### src/rtl/hazard_stall_ctrl.sv
// Hazard/stall sequencer for the 5-stage RV32 pipeline.
// Handles load-use bubbles, taken-branch flushes and multicycle EX ops
// (start/done handshake with timeout).
// Keeps saturating stall/flush counters and a sticky timeout flag.
module hazard_stall_ctrl #(
  parameter int unsigned CNT_W      = 32,
  parameter int unsigned MC_TIMEOUT = 64
) (
  input  logic             clk,
  input  logic             reset_n,
  input  logic [4:0]       id_rs1,
  input  logic [4:0]       id_rs2,
  input  logic             id_uses_rs1,
  input  logic             id_uses_rs2,
  input  logic [4:0]       ex_rd,
  input  logic             ex_MemRead,
  input  logic             ex_mc_req,
  input  logic             ex_branch_taken,
  input  logic             mc_done,
  output logic             mc_start,
  output logic             pc_write,
  output logic             if_id_write,
  output logic             if_id_flush,
  output logic             id_ex_write,
  output logic             id_ex_flush,
  output logic             ex_mem_flush,
  output logic             mc_timeout,
  output logic [CNT_W-1:0] stall_cnt,
  output logic [CNT_W-1:0] flush_cnt
);

  localparam int unsigned WaitW = (MC_TIMEOUT > 2) ? $clog2(MC_TIMEOUT) : 1;
  localparam logic [WaitW-1:0] WaitLast = WaitW'(MC_TIMEOUT - 1);

  // The launch (MC_START) cycle is decoded combinationally while in RUN, so
  // only RUN and MC_WAIT need to be held in a register.
  typedef enum logic [0:0] {StRun, StMcWait} state_e;

  state_e             state_q, state_d;
  logic [WaitW-1:0]   wait_cnt_q, wait_cnt_d;
  logic               mc_timeout_q, mc_timeout_d;
  logic [CNT_W-1:0]   stall_cnt_q, stall_cnt_d;
  logic [CNT_W-1:0]   flush_cnt_q, flush_cnt_d;
  logic               load_use;
  logic               flush_ev;

  assign load_use = ex_MemRead && (ex_rd != 5'd0) &&
                    ((id_uses_rs1 && (ex_rd == id_rs1)) ||
                     (id_uses_rs2 && (ex_rd == id_rs2)));

  assign mc_timeout = mc_timeout_q;
  assign stall_cnt  = stall_cnt_q;
  assign flush_cnt  = flush_cnt_q;

  // Mealy pipeline controls and FSM next state.
  always_comb begin
    pc_write     = 1'b1;
    if_id_write  = 1'b1;
    id_ex_write  = 1'b1;
    if_id_flush  = 1'b0;
    id_ex_flush  = 1'b0;
    ex_mem_flush = 1'b0;
    mc_start     = 1'b0;
    flush_ev     = 1'b0;
    state_d      = state_q;
    wait_cnt_d   = wait_cnt_q;
    mc_timeout_d = mc_timeout_q;

    unique case (state_q)
      StRun: begin
        if (ex_branch_taken) begin
          // Squashes the ID instruction, so any load-use stall is moot.
          if_id_flush = 1'b1;
          id_ex_flush = 1'b1;
          flush_ev    = 1'b1;
        end else if (ex_mc_req) begin
          mc_start     = 1'b1;
          pc_write     = 1'b0;
          if_id_write  = 1'b0;
          id_ex_write  = 1'b0;
          ex_mem_flush = 1'b1;
          wait_cnt_d   = '0;
          state_d      = StMcWait;
        end else if (load_use) begin
          pc_write    = 1'b0;
          if_id_write = 1'b0;
          id_ex_flush = 1'b1;
        end
      end
      StMcWait: begin
        if (mc_done) begin
          state_d = StRun;
        end else begin
          pc_write     = 1'b0;
          if_id_write  = 1'b0;
          id_ex_write  = 1'b0;
          ex_mem_flush = 1'b1;
          if (wait_cnt_q == WaitLast) begin
            // Give up on the unit; its result is dropped by the EX/MEM bubble.
            mc_timeout_d = 1'b1;
            state_d      = StRun;
          end else begin
            wait_cnt_d = wait_cnt_q + WaitW'(1);
          end
        end
      end
    endcase

    // Hold the pipe quiet while reset is asserted, independent of the clock.
    if (!reset_n) begin
      pc_write     = 1'b0;
      if_id_write  = 1'b0;
      id_ex_write  = 1'b0;
      if_id_flush  = 1'b1;
      id_ex_flush  = 1'b1;
      ex_mem_flush = 1'b1;
      mc_start     = 1'b0;
    end
  end

  // Saturating performance counter next values.
  always_comb begin
    stall_cnt_d = stall_cnt_q;
    flush_cnt_d = flush_cnt_q;
    if (!pc_write && (stall_cnt_q != {CNT_W{1'b1}})) begin
      stall_cnt_d = stall_cnt_q + CNT_W'(1);
    end
    if (flush_ev && (flush_cnt_q != {CNT_W{1'b1}})) begin
      flush_cnt_d = flush_cnt_q + CNT_W'(1);
    end
  end

  // State, wait counter, sticky flag and counters.
  always_ff @(posedge clk or negedge reset_n) begin
    if (!reset_n) begin
      state_q      <= StRun;
      wait_cnt_q   <= '0;
      mc_timeout_q <= 1'b0;
      stall_cnt_q  <= '0;
      flush_cnt_q  <= '0;
    end else begin
      state_q      <= state_d;
      wait_cnt_q   <= wait_cnt_d;
      mc_timeout_q <= mc_timeout_d;
      stall_cnt_q  <= stall_cnt_d;
      flush_cnt_q  <= flush_cnt_d;
    end
  end

endmodule

### config.mk
export PLATFORM = sky130hd
export DESIGN_NAME = hazard_stall_ctrl
export DESIGN_NICKNAME = d
export VERILOG_FILES = /design/src/rtl/hazard_stall_ctrl.sv
export SDC_FILE = /design/constraint.sdc
export NUM_CORES = 1
export LEC_CHECK = 0
export CAP_MARGIN = 20
export CORE_UTILIZATION = 40
export DETAILED_ROUTE_END_ITERATION = 7
export GPL_TIMING_DRIVEN = 0
export PLACE_DENSITY = 0.73
export RECOVER_POWER = 25
export SETUP_SLACK_MARGIN = 0.5
export SLEW_MARGIN = 20
export SYNTH_ARGS = -nofsm -noshare
export SYNTH_HDL_FRONTEND = slang
export SYNTH_SLANG_ARGS = --single-unit
### constraint.sdc
create_clock -name clk -period 3.9 [get_ports clk]
set_input_delay 0.78 -clock clk [delete_from_list [all_inputs] [get_ports clk]]
set_output_delay 0.78 -clock clk [all_outputs]
set_load 0.005 [all_outputs]
# Yosys cells after proc, flatten, opt, wreduce, memory -nomap -nowiden
# Cells that the tools add are included.
classes:
  add_sub_neg: 3
  n_eq_ne: 9
  n_mux: 33
  n_bitwise: 2
  n_reduce_logical: 11
ops:
  columns: ["operator", "n"]
  rows:
  - ["$add A32 B1 Y32 const B", 2]
  - ["$ne A32 B32 Y1 const B", 2]
  - ["$mux W1", 24]
  - ["$mux W6", 4]
  - ["$pmux W6 S2", 1]
  - ["$eq A5 B5 Y1", 2]
  - ["$ne A2 B2 Y1 const B", 4]
  - ["$pmux W1 S2", 4]
  - ["$add A6 B1 Y6 const B", 1]
  - ["$eq A6 B6 Y1 const B", 1]
  - ["$logic_and A1 B1 Y1", 6]
  - ["$reduce_bool A5 Y1", 1]
  - ["$reduce_and A4 Y1", 1]
  - ["$reduce_and A3 Y1", 1]
  - ["$not A1 Y1", 2]
  - ["$logic_not A1 Y1", 1]
  - ["$logic_or A1 B1 Y1", 1]
word_totals:
  reg_bits: 72
  in_bits: 23
  out_inout_bits: 72
  wordCells: 63

# Depth between registers and ports, before layout
# Gate-level depths: netlist of the first run.
depth:
  depth_word: 11
  mapped_depth: 8

# Least setup slack after synthesis of the first run
# OpenSTA, ideal clock, no wires.
synth_timing:
  kind: "input port to output port"
  start: "in ex_rd[1]"
  end: "out pc_write"
  arrival_ns: 1.963
  path_slack_ns: 1.157
  path_stages: 4
  path_buffers: 1
  cell_sequence: "or4_1 > o21a_1 > a31oi_4 > buf_4"
synth_via:
  elab_chain_cells: 9
  elab_cells_between_ends: 13
  classes_between: "2 x eq/ne; 5 x mux; 6 x reduce/logical"
synth_rtl:
  columns: ["element", "line_no", "source"]
  rows:
  - ["start: declaration", "15", "input logic [4:0] ex_rd,"]
  - ["$eq A5 B5 Y1, on equally long branches", "48, 49", null]
  - ["$logic_and A1 B1 Y1, on equally long branches", "48, 49", null]
  - ["$logic_or A1 B1 Y1", "48", "((id_uses_rs1 && (ex_rd == id_rs1)) ||"]
  - ["$logic_and A1 B1 Y1 (*)", "47", "assign load_use = ex_MemRead && (ex_rd != 5'd0) &&"]
  - ["$mux W1 (*) (3 in a row)", null, null]
  - ["$pmux W1 S2 (*)", null, null]
  - ["$mux W1 (*)", null, null]
  - ["end: declaration", "21", "output logic pc_write,"]
# Every way passes the cells marked *; elsewhere a longest branch is shown, timed or not.

# Worst setup path after layout of the first run
layout_timing:
  start: "in ex_rd[0]"
  end: "out pc_write"
layout_via:
  elab_chain_cells: 9
  elab_cells_between_ends: 13
  classes_between: "2 x eq/ne; 5 x mux; 6 x reduce/logical"
layout_rtl:
  columns: ["element", "line_no", "source"]
  rows:
  - ["$eq A5 B5 Y1, on equally long branches", "48, 49", null]
  - ["$logic_and A1 B1 Y1, on equally long branches", "48, 49", null]
  - ["$logic_or A1 B1 Y1", "48", null]
  - ["$logic_and A1 B1 Y1 (*)", "47", null]
  - ["$mux W1 (*)", "84", "end else if (load_use) begin"]
  - ["$mux W1 (*)", "76", "end else if (ex_mc_req) begin"]
  - ["$mux W1 (*)", "71", "if (ex_branch_taken) begin"]
  - ["$pmux W1 S2 (*)", "69", "unique case (state_q)"]
  - ["$mux W1 (*)", "110", "if (!reset_n) begin"]
# Marks and branches as above.

==> results.py, run 1 <==
metrics = {
    "placed_design": {
        "place_inst": 531,
        "post-place-ws_ps": 27.8,
        "place.gp.congestion": 0.831,
        "dpl_cell_area_um2": 4660,
        "io_buffers": 94,
        "hpwl_um": 5810,
    },
    "clock_tree": {
        "clk_latency_ps": 350,
        "htree_levels": 3,
        "ctsHoldBuffers": 0,
        "cts_buffer_depth": 2,
        "cts_tree": "done",
        "clkTransAtPathRegs_ps": 70,
        "cts-root-buf": "clkbuf_8",
        "clock-sinks": 72,
        "cts_made_buffers": 9,
    },
    "detailed_routing": {
        "via_per_inst": 5.05,
        "drt_iter0_markers": 64,
        "routedWlPerCell_um": 14.3,
        "drtPass1Iterations": 4,
        "ant_nets": 0,
        "drc": 0,
        "routed_wirelength_um": 7830,
        "vias": 2768,
    },
    "critical_path": {
        "end_kind": "output pin",
        "timing.rr.end": "stall_cnt[20]",
        "path_class": "in -> out",
        "critical_path_arrival_ps": 2470,
        "crit_path_end": "pc_write",
        "reg2reg_slack_ps": 1660,
        "cp_max_fo": 3,
        "cp-startpoint": "ex_rd[0]",
        "r2r_cells": 9,
        "worstSetupStartpointType": "input pin",
        "cp_data_required_time_ps": 3120,
        "worstReg2RegStart": "state_q",
    },
    "timing": {
        "max_clock_freq_ghz": 0.308,
        "setup_slack_ps": 650,
        "setup_tns_ps": 0,
        "min_period_over_period": 0.833,
        "skew_ps": 10.6,
        "hold_ws_ps": 350,
        "hold_viol": 0,
        "setup_viol": 0,
        "slew_viol_final": 0,
        "min_period_ps": 3250,
        "rsz0062_at_grt": "no",
        "worst_slew_pin_slew_ps": 641,
        "relSlewSlack": 0.569,
    },
    "floorplanning": {
        "dieWidth_um": 96.3,
        "num_rows": 34,
        "ioPinCount": 95,
        "core_area_um2": 8680,
        "chipHeight_um": 96.3,
        "start_util": 0.410,
        "die-area_um2": 9280,
    },
    "global_routing": {
        "antenna_found_initial": 0,
        "grt-ovfl-total": 0,
        "grt_pass1_vias": 2731,
        "grt_use_total": 0.186,
        "grt_pass1_wl_um": 13000,
        "grt_start_max_net_pins": 48,
    },
    "pwr": {
        "powerDensity_nw_per_um2": 382,
        "leakage_nw": 2.01,
        "total_power_mw": 1.85,
        "peakVddDrop_mv": 0.297,
    },
    "finish": {
        "nNetsFinal": 462,
        "n_antenna_cell": 0,
        "area_growth_pct": 36.1,
        "final_cells": 548,
        "postLayoutCellArea_um2": 4840,
        "drive_above_1_share": 0.0795,
        "final_util": 0.558,
    },
    "synthesis": {
        "syn_area_um2": 3560,
        "synth_edf_count": 0,
        "synth_warnings": 0,
        "synth_largest_area_cell": "dfrtp_1",
        "ys.flop_type": "dfrtp_1",
        "syn_inst": 328,
        "async_flop_share": 1.00,
        "synth.avg_cell_area_um2": 10.8,
        "synth_area_leaders": "dfrtp_1, xnor2_1, xor2_1",
        "yosysUniqueCellTypes": 45,
        "yosysMostFrequentCell": "dfrtp_1",
        "ys_ff_latch": 72,
        "synth_nets": 354,
        "seq_area_frac_synth": 0.506,
        "synth.top_cells.by_count": "dfrtp_1, xnor2_1, nand2_1",
        "synth_top_area_frac": 0.506,
    },
    "job": {
        "maxCapViolCount": 0,
    },
    "run_status": {
        "status": "complete, no violations",
    },
    "worst_hold_path": {
        "min_path_type": "in -> async",
    },
}
worst min-delay path by stage:
stage / start / endpoint / slack (ps) / depth (start not counted)
floorplan: mc_timeout / mc_timeout / 470 / 1
global placement: mc_timeout / mc_timeout / 470 / 1
detailed placement: mc_timeout / mc_timeout / 470 / 1
CTS: reset_n / stall_cnt[24] / 350 / 1
global route: reset_n / stall_cnt[24] / 360 / 1
finish: reset_n / stall_cnt[24] / 350 / 1
kinds of logic (layout without fill, tap and decap cells):
kind of cell / count (synthesis) / count (layout) / share of synthesized area
XOR/XNOR: 74 / 74 / 0.182
AO/OA/AOI/OAI: 17 / 17 / 0.0429
AND/OR/NAND/NOR: 153 / 153 / 0.239
multiplexers: 2 / 2 / 0.00633
flip-flops: 72 / 72 / 0.506
adder cells (fa/ha/maj): 3 / 3 / 0.0105
buffers and inverters: 7 / 119 / 0.0130
cell usage in the layout, fill, tap and decap left out, types with 3 or more instances in the layout:
| master | n |
|---|---|
| dfrtp_1 | 72 |
| nor4_1 | 3 |
| and2_1 | 8 |
| xnor2_1 | 57 |
| nand2b_1 | 5 |
| dlygate4sd2_1 | 6 |
| clkbuf_8 | 11 |
| nand2_1 | 34 |
| buf_4 | 4 |
| nand4_1 | 23 |
| xor2_1 | 17 |
| and3_1 | 16 |
| clkdlybuf4s50_1 | 86 |
| and4_1 | 4 |
| o21ai_0 | 3 |
| ha_1 | 3 |
| nand3_1 | 27 |
| nor2_1 | 17 |
report_power, final:
group | total [mW] | internal [mW] | switching [mW] | leakage (nW)
Clock | 0.529 | 0.260 | 0.268 | 0.0882
Combinational | 0.397 | 0.242 | 0.155 | 0.957
Sequential | 0.925 | 0.825 | 0.0996 | 0.969
area by class of cell:
cell class	count	area, µm²
fillers	771	3840
flip-flops and latches	72	1800
multi-input cells	249	1710
repair buffers	97	976
clock buffers	12	155
well taps	108	135
plain buffers	5	38.8
clock inverters	3	17.5
inverters	2	7.51
sequential cells by signal (all words and copies together), names as in the netlist:
signal / flops
state_q: 1
wait_cnt_q: 6
mc_timeout: 1
flush_cnt: 32
stall_cnt: 32
layer usage:
| metal | vias up | track usage | routed length, µm |
|---|---|---|---|
| met1 | 1313 | 0.234 | 3600 |
| met3 | 10 | 0.0671 | 541 |
| met4 | 0 | 0.0686 | 83 |
| met5 | - | 0 | 0 |
| li1 | 1367 | - | - |
| met2 | 78 | 0.294 | 3610 |
worst max-delay path, cell delays in order:
cell and delay (ps):
clkdlybuf4s50_1 540, xnor2_1 150, nand4_1 100, o22ai_1 300
a31oi_4 160, buf_4 160, dlygate4sd2_1 270
timing repair:
action | CTS | global route
buffers inserted | 2 | 0
gates resized for setup | 6 | 1
pin swaps | 2 | 0
setup endpoints to repair | 3 | 1
endpoints found under the hold margin | 0 | 0
Note: power is estimated with default switching activity, not from simulation.
==> inputs of run 2 (changes only) <==
--- a/config.mk
+++ b/config.mk
@@ -9,7 +9,7 @@
 export CORE_UTILIZATION = 40
 export DETAILED_ROUTE_END_ITERATION = 7
 export GPL_TIMING_DRIVEN = 0
-export PLACE_DENSITY = 0.73
+export PLACE_DENSITY = 0.76
 export RECOVER_POWER = 25
 export SETUP_SLACK_MARGIN = 0.5
 export SLEW_MARGIN = 20
==> constraint.sdc (replaced) <==
create_clock -name clk -period 2.6 [get_ports clk]
set_input_delay 0.52 -clock clk [delete_from_list [all_inputs] [get_ports clk]]
set_output_delay 0.52 -clock clk [all_outputs]
set_load 0.005 [all_outputs]
==> run 2 against run 1 <==
Against the previous run: sequential share of layout area fell by 4.1 points; hold slack improved by 43 ps; routed wire length rose by 23%; clock power rose by 60%; sequential cell count did not move; global-route usage rose by 2.8 points; critical path depth did not move; power rose by 66%; setup slack got worse by 380 ps; sequential power rose by 50%; largest cell class is now multi-input combinational cells; highest routed layer unchanged.
==> results.py, run 2 (same netlist as run 1, synthesis figures left out) <==
metrics = {
    "pwr": {
        "powerDensity_nw_per_um2": 562,
        "p_int_mw": 2.18,
        "leakage_nw": 2.38,
        "clock_power_share": 0.276,
        "peakVddDrop_mv": 0.477,
        "power.switching_mw": 0.891,
        "p_sw_frac": 0.290,
        "seqPwrFrac": 0.452,
        "comb_power_share": 0.272,
        "total_power_mw": 3.08,
    },
    "global_routing": {
        "top_usage_layer": "met2",
        "grtUsageMet2": 0.371,
        "antenna_found_initial": 1,
        "grt_use_met1": 0.243,
        "met3_usage": 0.0592,
        "grt_start_max_net_pins": 23,
        "grt_pass1_vias": 3057,
        "grt-ovfl-total": 0,
        "grt_pass1_wl_um": 14800,
        "grt_use_total": 0.214,
    },
    "clock_tree": {
        "cts-root-buf": "clkbuf_8",
        "htree_levels": 3,
        "cts_tree": "done",
        "cts_buffer_depth": 2,
        "clkTransAtPathRegs_ps": 70,
        "clock-sinks": 72,
        "clk_latency_ps": 350,
        "cts_made_buffers": 9,
    },
    "timing": {
        "max_clock_freq_ghz": 0.430,
        "hold_viol": 0,
        "worst_slew_pin_slew_ps": 1250,
        "skew_ps": 9.62,
        "min_period_ps": 2330,
        "relSlewSlack": 0.170,
        "setup_viol": 0,
        "min_period_over_period": 0.895,
        "slew_viol_final": 0,
        "setup_tns_ps": 0,
        "setup_slack_ps": 274,
        "rsz0062_at_grt": "yes",
    },
    "detailed_routing": {
        "drt_iter0_markers": 101,
        "drtPass1Iterations": 5,
        "routedWlPerCell_um": 16.5,
        "ant_nets": 0,
        "vias": 3064,
        "via_per_inst": 5.23,
        "routed_wirelength_um": 9670,
        "drc": 0,
    },
    "floorplanning": {
        "ioPinCount": 95,
        "dieWidth_um": 96.3,
        "chipHeight_um": 96.3,
        "die-area_um2": 9280,
        "core_area_um2": 8680,
        "start_util": 0.410,
        "num_rows": 34,
    },
    "run_status": {
        "status": "complete, no violations",
    },
    "job": {
        "maxCapViolCount": 0,
    },
    "finish": {
        "drive_above_1_share": 0.258,
        "area_growth_pct": 53.7,
        "multiInputGateArea_um2": 2030,
        "layout_commonest_cell": "clkdlybuf4s50_1",
        "final_cell_mix": "clkdlybuf4s50_1, dfrtp_1, xnor2_1",
        "final_util": 0.630,
        "regArea_um2": 1810,
        "num-fill-cells": 687,
        "nNetsFinal": 498,
        "postLayoutCellArea_um2": 5470,
    },
    "critical_path": {
        "critical_path.top_delay_family": "simple AND/OR/NAND/NOR gates",
        "cp_max_fo": 2,
        "r2r_cells": 9,
        "critical_path_arrival_ps": 1810,
        "crit_path_frequent_cell": "buf_6",
        "path_class": "in -> out",
        "end_kind": "output pin",
        "worstSetupStartpointType": "input pin",
        "worst-path-stages": 7,
        "worstPathCellList": "buf_8 -> or4_4 -> o21a_4 -> a31oi_4 -> buf_6 -> buf_6 -> buf_6",
        "path_buf_inv": 4,
        "slowest_delay_ps": 530,
        "crit_slowest_cell": "or4_4",
        "cp_data_required_time_ps": 2080,
    },
    "placed_design": {
        "io_buffers": 94,
        "hpwl_um": 6070,
        "post-place-ws_ps": -706,
        "place.gp.congestion": 0.829,
        "dpl_cell_area_um2": 4660,
    },
    "worst_hold_path": {
        "min_path_type": "in -> async",
    },
}
## run 2: metrics by stage
step | hold WS (ps) | cells
2_1_floorplan | 224 | 328
3_3_place_gp | 468 | 530
3_5_place_dp | 474 | 531
4_1_cts | 75.7 | 570
5_1_grt | 431 | 586
6_report | 393 | 586
## run 2: final cells by class
cell class	instances	area share
multi-input combinational	249	0.370
sequential	72	0.331
timing repair buffer	133	0.230
clock buffer	12	0.0247
tap	108	0.0247
buffer	5	0.00915
clock inverter	4	0.00823
inverter	2	0.00137
antenna	1	0.000457
## run 2: worst reg2reg max path: stages, from the launching register on
cell     delay [ps]
dfrtp_2         450
and4_2          290
and3_2          250
nand2_4         150
nor3_4           80
a41oi_4         360
buf_6           160
buf_6           120
nand4_1         110
xnor2_1         150
## run 2: repair_timing
item | 4_1_cts | 5_1_grt
setup buffers | 16 | 15
pin swaps | 24 | 30
setup endpoints to repair | 43 | 53
hold buffers | 3 | 0
resized for setup | 106 | 46
cloned | 4 | 0
endpoints found under the hold margin | 3 | 0
## run 2: routing by layer
layer	vias up	wire (µm)
met5	-	0
met4	0	163
met3	18	513
met2	96	4930
met1	1504	4060
li1	1446	-
## run 2: final timing paths
kind	startpoint	to	slack [ps]
max in group asynchronous	reset_n	flush_cnt[6]	940
setup / recovery	ex_rd[4]	pc_write	270
setup reg to reg	stall_cnt[12]	stall_cnt[10]	370
hold / removal	reset_n	stall_cnt[16]	390
hold reg to reg	mc_timeout	mc_timeout	480
min in group clk	mc_timeout	mc_timeout	480
## run 2: power groups by stage
stage | logic [mW] | registers (mW) | clock network, mW
2_1_floorplan | 0.256 | 1.39 | 0
3_3_place_gp | 0.579 | 1.40 | 0
3_5_place_dp | 0.597 | 1.41 | 0
4_1_cts | 0.687 | 1.39 | 0.870
5_1_grt | 0.915 | 1.41 | 0.919
6_report | 0.837 | 1.39 | 0.849
